[config.mk]
export PLATFORM = sky130hd
export DESIGN_NAME = fetch_stage
export DESIGN_NICKNAME = d
export VERILOG_FILES = /design/src/rtl/fetch_stage.sv
export SDC_FILE = /design/constraint.sdc
export NUM_CORES = 1
export LEC_CHECK = 0
export CAP_MARGIN = 20
export CORE_ASPECT_RATIO = 1.5
export CORE_MARGIN = 2
export CORE_UTILIZATION = 25
export DETAILED_ROUTE_END_ITERATION = 7
export PLACE_DENSITY = 0.46
export SYNTH_ARGS = -nofsm -noshare
export SYNTH_HDL_FRONTEND = slang
export SYNTH_SLANG_ARGS = --single-unit
[constraint.sdc]
create_clock -name clk -period 5.4 [get_ports clk]
set_input_delay 1.08 -clock clk [delete_from_list [all_inputs] [get_ports clk]]
set_output_delay 1.08 -clock clk [all_outputs]
set_load 0.01 [all_outputs]
[src/rtl/fetch_stage.sv]
// fetch_stage: owns the PC, issues instruction fetches, buffers returned words and presents them to decode.
module fetch_stage #(
  parameter logic [31:0] RESET_PC = 32'h0000_0000,
  parameter logic [31:0] NOP_INSN = 32'h0000_0013
) (
  input  logic        clk,
  input  logic        reset,
  output logic        imem_req_valid,
  output logic [31:0] imem_req_addr,
  input  logic        imem_req_ready,
  input  logic        imem_rsp_valid,
  input  logic [31:0] imem_rsp_data,
  input  logic        redirect_valid,
  input  logic [31:0] redirect_pc,
  input  logic        id_ready,
  output logic        id_valid,
  output logic [31:0] id_pc,
  output logic [31:0] id_instruction
);
  logic [31:0] pc;
  logic [1:0]  outst, drop, cnt;
  logic [31:0] aq [2];
  logic [31:0] fpc [2];
  logic [31:0] fins [2];
  logic        aq_wr, aq_rd, f_wr, f_rd;
  logic        fire, rsp, push, pop;
  // Credit rule: outstanding plus buffered never exceeds the FIFO depth
  always_comb begin
    imem_req_valid = reset && !redirect_valid && ({1'b0, outst} + {1'b0, cnt} < 3'd2);
    imem_req_addr  = pc;
    fire           = imem_req_valid && imem_req_ready;
    rsp            = imem_rsp_valid && outst != 2'd0;
    push           = rsp && drop == 2'd0 && !redirect_valid;
    id_valid       = cnt != 2'd0 && !redirect_valid;
    pop            = id_valid && id_ready;
    id_pc          = id_valid ? fpc[f_rd] : 32'd0;
    id_instruction = id_valid ? fins[f_rd] : NOP_INSN;
  end
  always_ff @(posedge clk or negedge reset) begin
    if (!reset) begin
      pc    <= RESET_PC;
      outst <= 2'd0;
      drop  <= 2'd0;
      cnt   <= 2'd0;
      aq_wr <= 1'b0;
      aq_rd <= 1'b0;
      f_wr  <= 1'b0;
      f_rd  <= 1'b0;
    end else begin
      if (fire) aq_wr <= !aq_wr;
      if (rsp) aq_rd <= !aq_rd;
      outst <= outst + {1'b0, fire} - {1'b0, rsp};
      if (redirect_valid) begin
        pc   <= redirect_pc & 32'hFFFF_FFFC;
        cnt  <= 2'd0;
        f_wr <= 1'b0;
        f_rd <= 1'b0;
        drop <= outst - {1'b0, rsp};
      end else begin
        if (fire) pc <= pc + 32'd4;
        if (rsp && drop != 2'd0) drop <= drop - 2'd1;
        if (push) f_wr <= !f_wr;
        if (pop) f_rd <= !f_rd;
        cnt <= cnt + {1'b0, push} - {1'b0, pop};
      end
    end
  end
  always_ff @(posedge clk) begin
    if (fire) aq[aq_wr] <= pc;
    if (push) begin
      fpc[f_wr]  <= aq[aq_rd];
      fins[f_wr] <= imem_rsp_data;
    end
  end
endmodule
[Yosys cells after proc, flatten, opt, wreduce, memory -nomap -nowiden]
Memory sizes are Yosys's and may differ from the RTL's.
Cells that the tools add are included.
Word-level totals
  memories: 3
  input bits: 70
  output and inout port bits: 98
  flip-flop bits (word level): 42
  memory bits (read-only): 0
  RAM bits: 192
  bits in latches: 0
  word-level logic and storage cells: 57
Cells by class
  multipliers: 0
  add/sub/neg operators: 8
  reductions and logical operators: 22
  equal/unequal tests: 0
  mux-type cells: 15
  magnitude comparators: 1
  bitwise operators: 0
  div/mod/pow operators: 0
  shifts and indexed selects: 0
Memories
  aq: words 2, bits a word 32, read ports 1, clocked after memory_dff 0, wr ports 1, RTL line 22  | logic [31:0] aq [2];
  fins: words 2, bits a word 32, read ports 1, clocked after memory_dff 0, wr ports 1, RTL line 24  | logic [31:0] fins [2];
  fpc: words 2, bits a word 32, read ports 1, clocked after memory_dff 0, wr ports 1, RTL line 23  | logic [31:0] fpc [2];
Operators with widths (number)
  $mux W32: 4
  $add A32 B3 Y32 const B: 1
  $reduce_bool A2 Y1: 7
  $logic_and A1 B1 Y1: 9
  $mux W1: 8
  $mux W2: 3
  $sub A2 B1 Y2: 3
  $logic_not A1 Y1: 5
  $add A2 B1 Y2: 2
  $add A2 B2 Y3: 1
  $lt A3 B2 Y1 const B: 1
  $logic_not A2 Y1: 1
  $sub A2 B1 Y2 const B: 1

[Longest topological paths before layout]
  depth in word-level cells: 7
  gate-level depth with buffers: 10
  gate-level depth less buffers: 10

[Worst setup path after synthesis]
OpenSTA, ideal clock, no wires.
  path kind: input -> register
  start: in imem_rsp_valid
  end: mem fins[0][0], enable pin
  path slack: 0.844 ns
  buffers on the path: 0
  setup time: 0.482 ns
  required time: 4.918 ns
  stages: 4
  data arrival time: 4.073 ns
  path through: o21ai_0 > inv_1 > nand3_1 > nor2_1
On the way
  longest elaborated chain between the ends: 5
Ends and longest elaborated chain
  start, declared: RTL line 11  | input logic imem_rsp_valid,
  $logic_and A1 B1 Y1: RTL line 32  | rsp = imem_rsp_valid && outst != 2'd0;
  net rsp: RTL line 26  | logic fire, rsp, push, pop;
  $logic_and A1 B1 Y1 (2 in series): RTL line 33  | push = rsp && drop == 2'd0 && !redirect_valid;
  $mux W1: RTL line 70  | if (push) begin
  $mux W1 (implied by the code): RTL line 72  | fins[f_wr] <= imem_rsp_data;
  end, declared: RTL line 24
The timed path passes the listed nets, and every way through them passes these cells.

[Final worst setup path]
  start: in redirect_valid
  end: out imem_req_valid
On the way
  longest elaborated chain between the ends: 3
Ends and longest elaborated chain
  start, declared: RTL line 13  | input logic redirect_valid,
  $logic_not A1 Y1: RTL line 29  | imem_req_valid = reset && !redirect_valid && ({1'b0, outst} + {1'b0, cnt} < 3'd2);
  $logic_and A1 B1 Y1 (2 in series): RTL line 29
  end, declared: RTL line 8  | output logic imem_req_valid,
Every way passes these cells.

==> reports/summary.txt <==
Diode insertion count for antenna repair = 0
Post-synthesis cell type count = 49
Synthesized instance count = 629
Cts repair resizes = 0
Pin count of the biggest net entering global routing = 63
Routability-driven placement congestion ratio = 0.7444
Initial antenna violation count = 0
Avg Inst Size Synth = 14.74 um2
Global-route wire length before repair = 33,990 um
Area of the die = 0.03867 mm2
Worst-path fanout max = 50
Layout area overhead = 31.38%
Net count of the finished layout = 876
Pre-Repair DR Iteration Count = 4
Number of fill cells = 3,566
Setup TNS after final layout = 0 ps
CTS tree = built
Portion of the post-synthesis area used by sequential elements = 70.39%
Antenna violation net count after detailed routing = 0
Post-Route Skew = 17.12 ps
Leakage Power = 0.004003 uW
Routed vias = 5,585
Kind of end point of the critical path = primary output
Fin crit period = 4362 ps
Number of hold buffers added after cts = 0
Total number of yosys warnings = 0
1st-iter DRT viols = 224
Final-report hold violation count = 0
Estimated wirelength of the detail-placed design = 14,800 um
Relative slew slack = 34.74%
Master of the slowest instance on the critical path = nor4b_1
Required time at the worst-slack endpoint = 4320 ps
Commonest cells after routing, fill and taps aside = edfxtp_1, clkdlybuf4s50_1, nor2_1
Run status = complete, no violations
Final cell area excluding filler cells = 0.01218 mm2
# port buffers = 161
Min-Delay Path Class = in -> async
Skew-Pair Late Insertion Delay = 520 ps
Overflow left after global routing = 0
Cell area power density = 377.6 mW/mm2
Number of levels in the clock H-tree = 1
DRC violations left = 0
Number of max-capacitance violations reported = 0
Tot Pwr = 4599 uW
Total of endpoints with negative setup slack in the final report = 0
Highest clock rate = 229.2 MHz
Longest Clk Path Bufs = 3
Total Routed Length = 22,340 um
Crit-path cells = clkdlybuf4s50_1 > buf_4 > nor4b_1 > clkdlybuf4s50_1
Post-detailed-route wirelength per cell = 17.21 um
Kind of critical path = in -> out
CTS clk-pin slew, worst paths = 60 ps
Maximum VDD drop = 0.1594 mV
Ratio of cells with drive above 1 in the final layout = 10.32%
Effective utilization at floorplan = 25.27%
Die W = 161.2 um
Most frequent standard cell in the layout excluding fill and tap cells = edfxtp_1
Worst path max stage delay = 780 ps
Core region area = 0.03669 mm2
Critical Path Start Type = primary input
Number of pins exceeding their max-slew limit in the final report = 0
Std cell rows = 86
Final clock period utilization by the worst path = 80.79%
Overall Global Routing Usage = 11.46%
CTS root buffer = clkbuf_16
Post CTS Setup Buffer Count = 0
DR vias/cell = 4.303
Vert. Die Dim = 239.9 um
Slew at the pin closest to its max-slew limit = 979.0 ps
Cell area after placement = 0.01148 mm2
Setup repair after global routing missed its margin = false
Post-Place Worst Slack = 1082 ps
Most Frequent Cell on Critical Path = clkdlybuf4s50_1
Worst Path Arrival = 3280 ps
I/O Pins = 168
CTS Buf Count = 23
Vias in the first global route = 5,625
Clk sink count = 224
Mapped cell area = 0.009271 mm2
Final worst setup slack = 1038 ps
Register bit count reported by yosys = 224
-- worst max-delay path, delay by kind of cell --
family	cells	cell delay (ps)
buffers and inverters	3	1420
and+or+nand+nor	1	780
-- kinds of logic after synthesis --
family          Yosys count  share of synthesized area [%]
xor+xnor                 19                          1.795
buf+inv                  46                          2.308
simple gates            191                          10.32
flops                   224                          70.39
fa+ha+maj                 8                          1.161
compound gates           44                          3.198
other cells               1                        0.04045
mux                      96                          10.78
-- area by class of cell --
class / instances / area, um2 / share of cell area, %
Clock buffer: 37 / 658.1 / 5.403
Clock inverter: 4 / 46.29 / 0.3801
Inverter: 14 / 52.55 / 0.4314
Timing Repair Buffer: 173 / 1717 / 14.09
Tap cell: 484 / 605.6 / 4.972
Multi-Input combinational cell: 362 / 2571 / 21.11
Sequential cell: 224 / 6530 / 53.61
-- per-layer routing --
metal  part of all wire [%]  global-route usage, %  vias up
met3                    4.2                  1.915       39
met4                    2.9                  4.437        0
met5                      0                      0        -
met2                     51                  20.24      120
met1                     42                  13.95     2733
li1                       -                      -     2693
-- metrics by stage --
step                hold WS [ps]  utilization [%]  cells
global route               410.8            33.20   1298
finish                     420.1            33.20   1298
global placement           461.3            31.20   1256
detailed placement         468.6            31.28   1257
CTS                        405.2            33.20   1298
floorplan                  460.4                -    632
-- state kept, by name (all words and copies together), names as in the netlist --
signal	cells
aq	60
aq_rd	1
aq_wr	1
cnt	2
drop	2
f_rd	1
f_wr	1
fins	64
fpc	60
imem_req_addr	30
outst	2
-- synthesized netlist by cell type, drive strengths merged --
cell          count  area (um2)
ha                7       87.58
inv              14       52.55
or4              11       82.58
nand2b            1       6.260
dfrtp            40        1001
nor4b             1       8.760
or3               2       13.77
a41o              1       10.01
o21ai            14       70.06
xnor2            14       122.6
a31oi             9       56.30
fa                1       20.02
nor4bb            1       10.01
a21oi             1       5.000
nor4              5       37.53
nor2b             1       6.260
and2              4       25.02
mux2i            65       650.6
dlygate4sd1       1       8.760
nand3            21       105.1
xor2              5       43.79
nand4             9       71.32
and4              8       70.07
o31a              1       8.760
nor2             77       289.0
clkbuf           15       56.30
o41ai             2       17.52
buf              15       83.83
a311o             3       30.03
a31o              1       8.760
mux2             31       349.1
o31ai             5       37.54
o211ai            7       52.55
conb              1       3.750
and3              7       45.05
nand4bb           3       33.78
dlymetal6s2s      1       12.51
edfxtp          184        5525
nand2            38       142.6
nor3              2       10.01
-- path summary, 6_finish.rpt --
check	from	endpoint	slack, ps	depth (start not counted)
min in group clk	aq_rd	aq_rd	470	1
max in group asynchronous	reset	f_rd	4150	2
min reg2reg	aq_rd	aq_rd	470	1
min	reset	imem_req_addr[14]	420	1
max	redirect_valid	imem_req_valid	1040	4
max reg2reg	cnt[0]	imem_req_addr[28]	2080	6
-- report_power, final --
group	internal [uW]	total, uW	switching [uW]	leakage (uW)
logic	443	865	421	0.00152
registers	2080	2220	141	0.00214
clock network	878	1520	641	0.000338
(Power assumes the default switching activity.)
